## config.mk

```make
export PLATFORM = sky130hd
export DESIGN_NAME = mem_stage
export DESIGN_NICKNAME = d
export VERILOG_FILES = /design/src/rtl/mem_stage.sv
export SDC_FILE = /design/constraint.sdc
export NUM_CORES = 2
export LEC_CHECK = 0
export CAP_MARGIN = 10
export CORE_ASPECT_RATIO = 1.1
export CORE_UTILIZATION = 45
export CTS_CLUSTER_DIAMETER = 60
export CTS_CLUSTER_SIZE = 8
export DETAILED_ROUTE_END_ITERATION = 16
export PLACE_DENSITY_LB_ADDON = 0.1
export RECOVER_POWER = 25
export SKIP_LAST_GASP = 1
export SYNTH_ARGS = -nofsm -noshare
export SYNTH_HDL_FRONTEND = slang
export SYNTH_SLANG_ARGS = --single-unit
export TNS_END_PERCENT = 30
```

## constraint.sdc

```tcl
create_clock -name clk -period 5.8 [get_ports clk]
set_input_delay 1.45 -clock clk [delete_from_list [all_inputs] [get_ports clk]]
set_output_delay 1.45 -clock clk [all_outputs]
set_load 0.01 [all_outputs]
```

## src/rtl/mem_stage.sv

```systemverilog
// mem_stage: MIPS memory-access stage. It owns a word-addressed data memory
// with a fixed number of wait states, stalls upstream while an access is in
// flight, and presents WB control, ALU result, load data and the destination
// register to MEM2WB. Non-memory instructions pass through combinationally.
module mem_stage #(
    parameter int DEPTH       = 64,
    parameter int WAIT_STATES = 2
) (
    input  logic        clk,
    input  logic        rst,
    input  logic [1:0]  WB_IN,
    input  logic        MEM_R_EN,
    input  logic        MEM_W_EN,
    input  logic [31:0] ALUResIn,
    input  logic [31:0] ST_valIn,
    input  logic [4:0]  destIn,
    output logic [1:0]  WB_Out,
    output logic [31:0] ALUResOut,
    output logic [31:0] memReadOut,
    output logic [4:0]  destOut,
    output logic        freeze
);
    localparam int         AW       = $clog2(DEPTH);
    localparam bit         HAS_WAIT = (WAIT_STATES != 0);
    localparam logic [2:0] CNT_INIT = HAS_WAIT ? 3'(WAIT_STATES - 1) : 3'd0;

    typedef enum logic {S_IDLE, S_WAIT} state_t;

    state_t        state;
    logic [2:0]    cnt;
    logic [31:0]   mem [DEPTH];
    logic [AW-1:0] idx;
    logic          req;
    logic          is_load;
    logic          is_store;
    logic          done;
    logic          wr_en;
    logic          unused_addr;

    // Word index: byte offset dropped, high bits ignored so addresses wrap.
    assign idx         = ALUResIn[AW+1:2];
    assign unused_addr = ^{ALUResIn[31:AW+2], ALUResIn[1:0]};

    // A simultaneous read and write request is treated as a store only.
    assign req      = MEM_R_EN | MEM_W_EN;
    assign is_store = MEM_W_EN;
    assign is_load  = MEM_R_EN & ~MEM_W_EN;

    // Decide whether this cycle stalls or completes an access; reset forces
    // pure pass-through immediately, including dropping a pending stall.
    always_comb begin
        done   = 1'b0;
        freeze = 1'b0;
        if (!rst) begin
            if (state == S_WAIT) begin
                if (cnt != 3'd0) freeze = 1'b1;
                else             done   = req;
            end else if (req) begin
                if (HAS_WAIT) freeze = 1'b1;
                else          done   = 1'b1;
            end
        end
    end

    assign wr_en      = done & is_store;
    assign WB_Out     = freeze ? 2'b00 : WB_IN;
    assign ALUResOut  = ALUResIn;
    assign destOut    = destIn;
    assign memReadOut = (done && is_load) ? mem[idx] : 32'd0;

    // Wait-state sequencer: start on a request in IDLE, count down, return at 0.
    always_ff @(posedge clk or posedge rst) begin
        if (rst) begin
            state <= S_IDLE;
            cnt   <= 3'd0;
        end else begin
            case (state)
                S_IDLE: begin
                    if (req && HAS_WAIT) begin
                        state <= S_WAIT;
                        cnt   <= CNT_INIT;
                    end
                end
                S_WAIT: begin
                    if (cnt == 3'd0) state <= S_IDLE;
                    else             cnt   <= cnt - 3'd1;
                end
                default: state <= S_IDLE;
            endcase
        end
    end

    // Data memory write port; only the completion cycle of a store writes.
    always_ff @(posedge clk) begin
        if (wr_en) mem[idx] <= ST_valIn;
    end

endmodule

```

==> flow_summary.json <==
{
  "reg2reg_slack_ps": 1930,
  "drive_gt1_frac": 0.197,
  "initial_core_util": 0.455,
  "endpoint_kind": "output pin",
  "dp.cells": 6885,
  "violations": "max-capacitance violations, max-slew violations, negative setup slack",
  "multiInputGateArea_um2": 16300,
  "cts_buffer_depth": 4,
  "wire_per_inst_um": 32.8,
  "grt_first_pass_wirelength_mm": 334,
  "drt_iter0_drc": 4816,
  "nets": 5020,
  "worstPathRequired_ps": 4350,
  "status": "finished with violations",
  "synth_top_family_by_area": "compound AO/OA/AOI/OAI gates",
  "areaGrowthSynthToFinish_pct": 19.8,
  "clock_skew_ps": 64.3,
  "yosys.area_share.adder": 0.000317,
  "insertion_delay_ps": 920,
  "path_max_fanout": 10,
  "hold_buffers": 0,
  "cp_cell_sequence": "buf_12, buf_4, nand2b_4, buf_12, buf_4, o22ai_1, o21ai_1, nand4_1, buf_6, o31a_1, clkdlybuf4s50_1",
  "cts_buffers": 307,
  "synth-seq-cells": 2052,
  "clock-sinks": 2052,
  "die-area_um2": 177000,
  "core_area_um2": 174000,
  "hp-class": "register to register",
  "grt-ovfl-total": 0,
  "routabilityCongestion": 0.832,
  "yosysUniqueCellTypes": 44,
  "fin_ws_ps": -59.6,
  "syn_area_um2": 79000,
  "synthSimpleGateAreaFrac": 0.0177,
  "cp.arrival_ps": 4410,
  "grt_pass1_vias": 44119,
  "start_kind": "primary input",
  "power_w": 0.0338,
  "path_clk_slew_ps": 50,
  "maxSlewHeadroom": -1.37,
  "grt_max_degree": 75,
  "antenna_found_initial": 13,
  "maxCapViolations": 25,
  "tightest_slew_ps": 3550,
  "wl_met1_mm": 99.1,
  "hold_violations": 0,
  "dr.max_layer_used": "met5",
  "regArea_um2": 61600,
  "leakage_nw": 31.5,
  "die_w_um": 401,
  "avgSynthCellArea_um2": 17.9,
  "io_pins": 147,
  "setup_viol": 5,
  "yosys-mux-area-fraction": 0.0816,
  "h-tree-depth": 5,
  "netlist_instances": 4419,
  "syn_nets": 4496,
  "die_h_um": 441,
  "worstSetupPathType": "primary input to output pin",
  "drc_errors": 0,
  "yosysWarnings": 0,
  "critical_path.slowest_cell": "clkdlybuf4s50_1",
  "max_freq_ghz": 0.171,
  "cpPeakStageDelay_ps": 490,
  "synth-compound-area-share": 0.0980,
  "clock-root-buffer": "clkbuf_16",
  "power_density_nw_per_um2": 357,
  "first_pass_iters": 6,
  "rsz0062_at_grt": "true",
  "io_buffers": 84,
  "drv_slew": 1517,
  "grt_use_total": 0.266,
  "finalCritPeriodShare": 1.01,
  "drtAntennaViolNets": 0,
  "n_fill_cell": 13370,
  "dr_wl_met2_mm": 115,
  "yosys.area_share.xor_xnor": 0,
  "rows": 160,
  "fin_crit_ps": 5860,
  "drt-total-wl_mm": 238,
  "hpwl_mm": 139,
  "synth_seq_area_share": 0.780,
  "dr_wl_met3_mm": 18.3,
  "cts_tree": "yes",
  "ir_drop_mv": 0.342,
  "final_cells": 7250,
  "vias": 45092,
  "via_per_inst": 6.22
}
[worst max-delay path: cells and delay by family]
family	cells	cell delay (ps)
AOI/OAI and AO/OA	3	710
buffers and inverters	6	1500
and+or+nand+nor	2	700
[worst paths after layout]
path,start,endpoint,depth (start not counted)
max,ALUResIn[2],memReadOut[28],11
min,cnt[0]$_DFFE_PP0P_,cnt[0]$_DFFE_PP0P_,1
min reg2reg,cnt[0]$_DFFE_PP0P_,cnt[0]$_DFFE_PP0P_,1
min in group asynchronous,rst,cnt[0]$_DFFE_PP0P_,2
max in group asynchronous,rst,state$_DFF_PP0_,2
max reg2reg,cnt[0]$_DFFE_PP0P_,mem[45][3]$_DFFE_PP_,9
[Yosys cell counts, drive strengths merged]
cell type / instances / share of area
a21oi: 186 / 0.012
a221o: 50 / 0.0063
a221oi: 125 / 0.014
a222oi: 50 / 0.0063
a22oi: 167 / 0.016
a311oi: 50 / 0.0055
and2: 4 / 0.00032
and3: 2 / 0.00016
and3b: 1 / 0.00011
buf: 210 / 0.016
clkbuf: 141 / 0.0067
dfrtp: 4 / 0.0013
edfxtp: 2048 / 0.78
ha: 2 / 0.00032
inv: 5 / 0.00024
mux2: 64 / 0.010
mux2i: 513 / 0.065
mux4: 23 / 0.0066
nand2: 65 / 0.0031
nand2b: 5 / 0.00040
nand3: 15 / 0.00095
nand3b: 2 / 0.00019
nand4: 31 / 0.0025
nor2: 94 / 0.0045
nor2b: 58 / 0.0046
nor3: 2 / 0.00013
nor3b: 2 / 0.00019
nor4b: 1 / 0.00011
o2111ai: 1 / 0.00011
o211ai: 50 / 0.0048
o21ai: 170 / 0.011
o21bai: 1 / 0.000095
o22ai: 238 / 0.019
o31a: 32 / 0.0035
o31ai: 1 / 0.000095
or2: 3 / 0.00024
or3: 1 / 0.000079
or3b: 2 / 0.00022
[metal layers]
| metal | vias up | track usage |
|---|---|---|
| li1 | 19186 | - |
| met2 | 1993 | 0.434 |
| met5 | - | 0 |
| met1 | 23569 | 0.367 |
| met3 | 338 | 0.0492 |
| met4 | 6 | 0.0740 |
[flip-flops by register name, indices dropped and copies added (netlist names)]
register,flops
cnt,3
mem,2048
state,1
[final cells by class]
cell class                 instances  area share
antenna                            6    0.000159
sequential                      2052       0.651
timing repair buffer             566      0.0611
multi-input combinational       2011       0.172
clock buffer                     338      0.0851
clock inverter                     4    0.000278
inverter                           5    0.000198
tap                             2268      0.0300
[through the flow]
stage          utilization  area, um^2  hold WS [ps]  setup WS [ps]  setup TNS [ps]
2_1_floorplan            -       79000           458           1230               0
3_3_place_gp         0.496       86100           488           -648           -4530
3_5_place_dp         0.496       86100           489           -606           -4600
4_1_cts              0.544       94500           495           -164           -1230
5_1_grt              0.545       94600           539          -68.2            -534
6_report             0.545       94600           490          -59.6            -139
[cells in the final DEF, fill, tap and decap left out, types with 5 or more instances in the layout]
cell type        count
edfxtp_1          2048
mux2i_1            511
buf_4              345
clkbuf_16          321
o22ai_1            236
a21oi_1            186
a22oi_1            167
a221oi_1           118
o21ai_0            116
buf_12             101
nor2_4              67
nand2_1             63
nor2b_1             55
o211ai_1            50
a221o_1             50
a222oi_1            50
a311oi_1            50
o21ai_1             48
clkbuf_1            44
clkdlybuf4s50_1     40
nand4_1             31
o31a_1              31
buf_2               29
nor2_1              26
mux2_1              26
mux4_2              23
mux2_4              20
mux2_2              18
nand3_1             14
buf_16               8
a221oi_2             7
diode_2              6
o21ai_2              6
inv_1                5
[cells by family after synthesis]
group	after synthesis
flops	2052
buf+inv	356
compound gates	1121
mux	600
simple gates	288
fa+ha+maj	2
[power by group]
group	switching [W]	internal, W	leakage (nW)	total [W]
clock network	0.00583	0.00960	3.97	0.0154
registers	0.0000114	0.0164	18.4	0.0164
logic	0.00125	0.000685	9.06	0.00194
[timing repair]
| action | in CTS | in global routing |
|---|---|---|
| buffers inserted | 5 | 5 |
| setup endpoints to repair | 21 | 21 |
| gates cloned | 5 | 2 |
| resized for setup | 24 | 45 |
| pin swaps | 4 | 15 |
(Power assumes the default switching activity.)
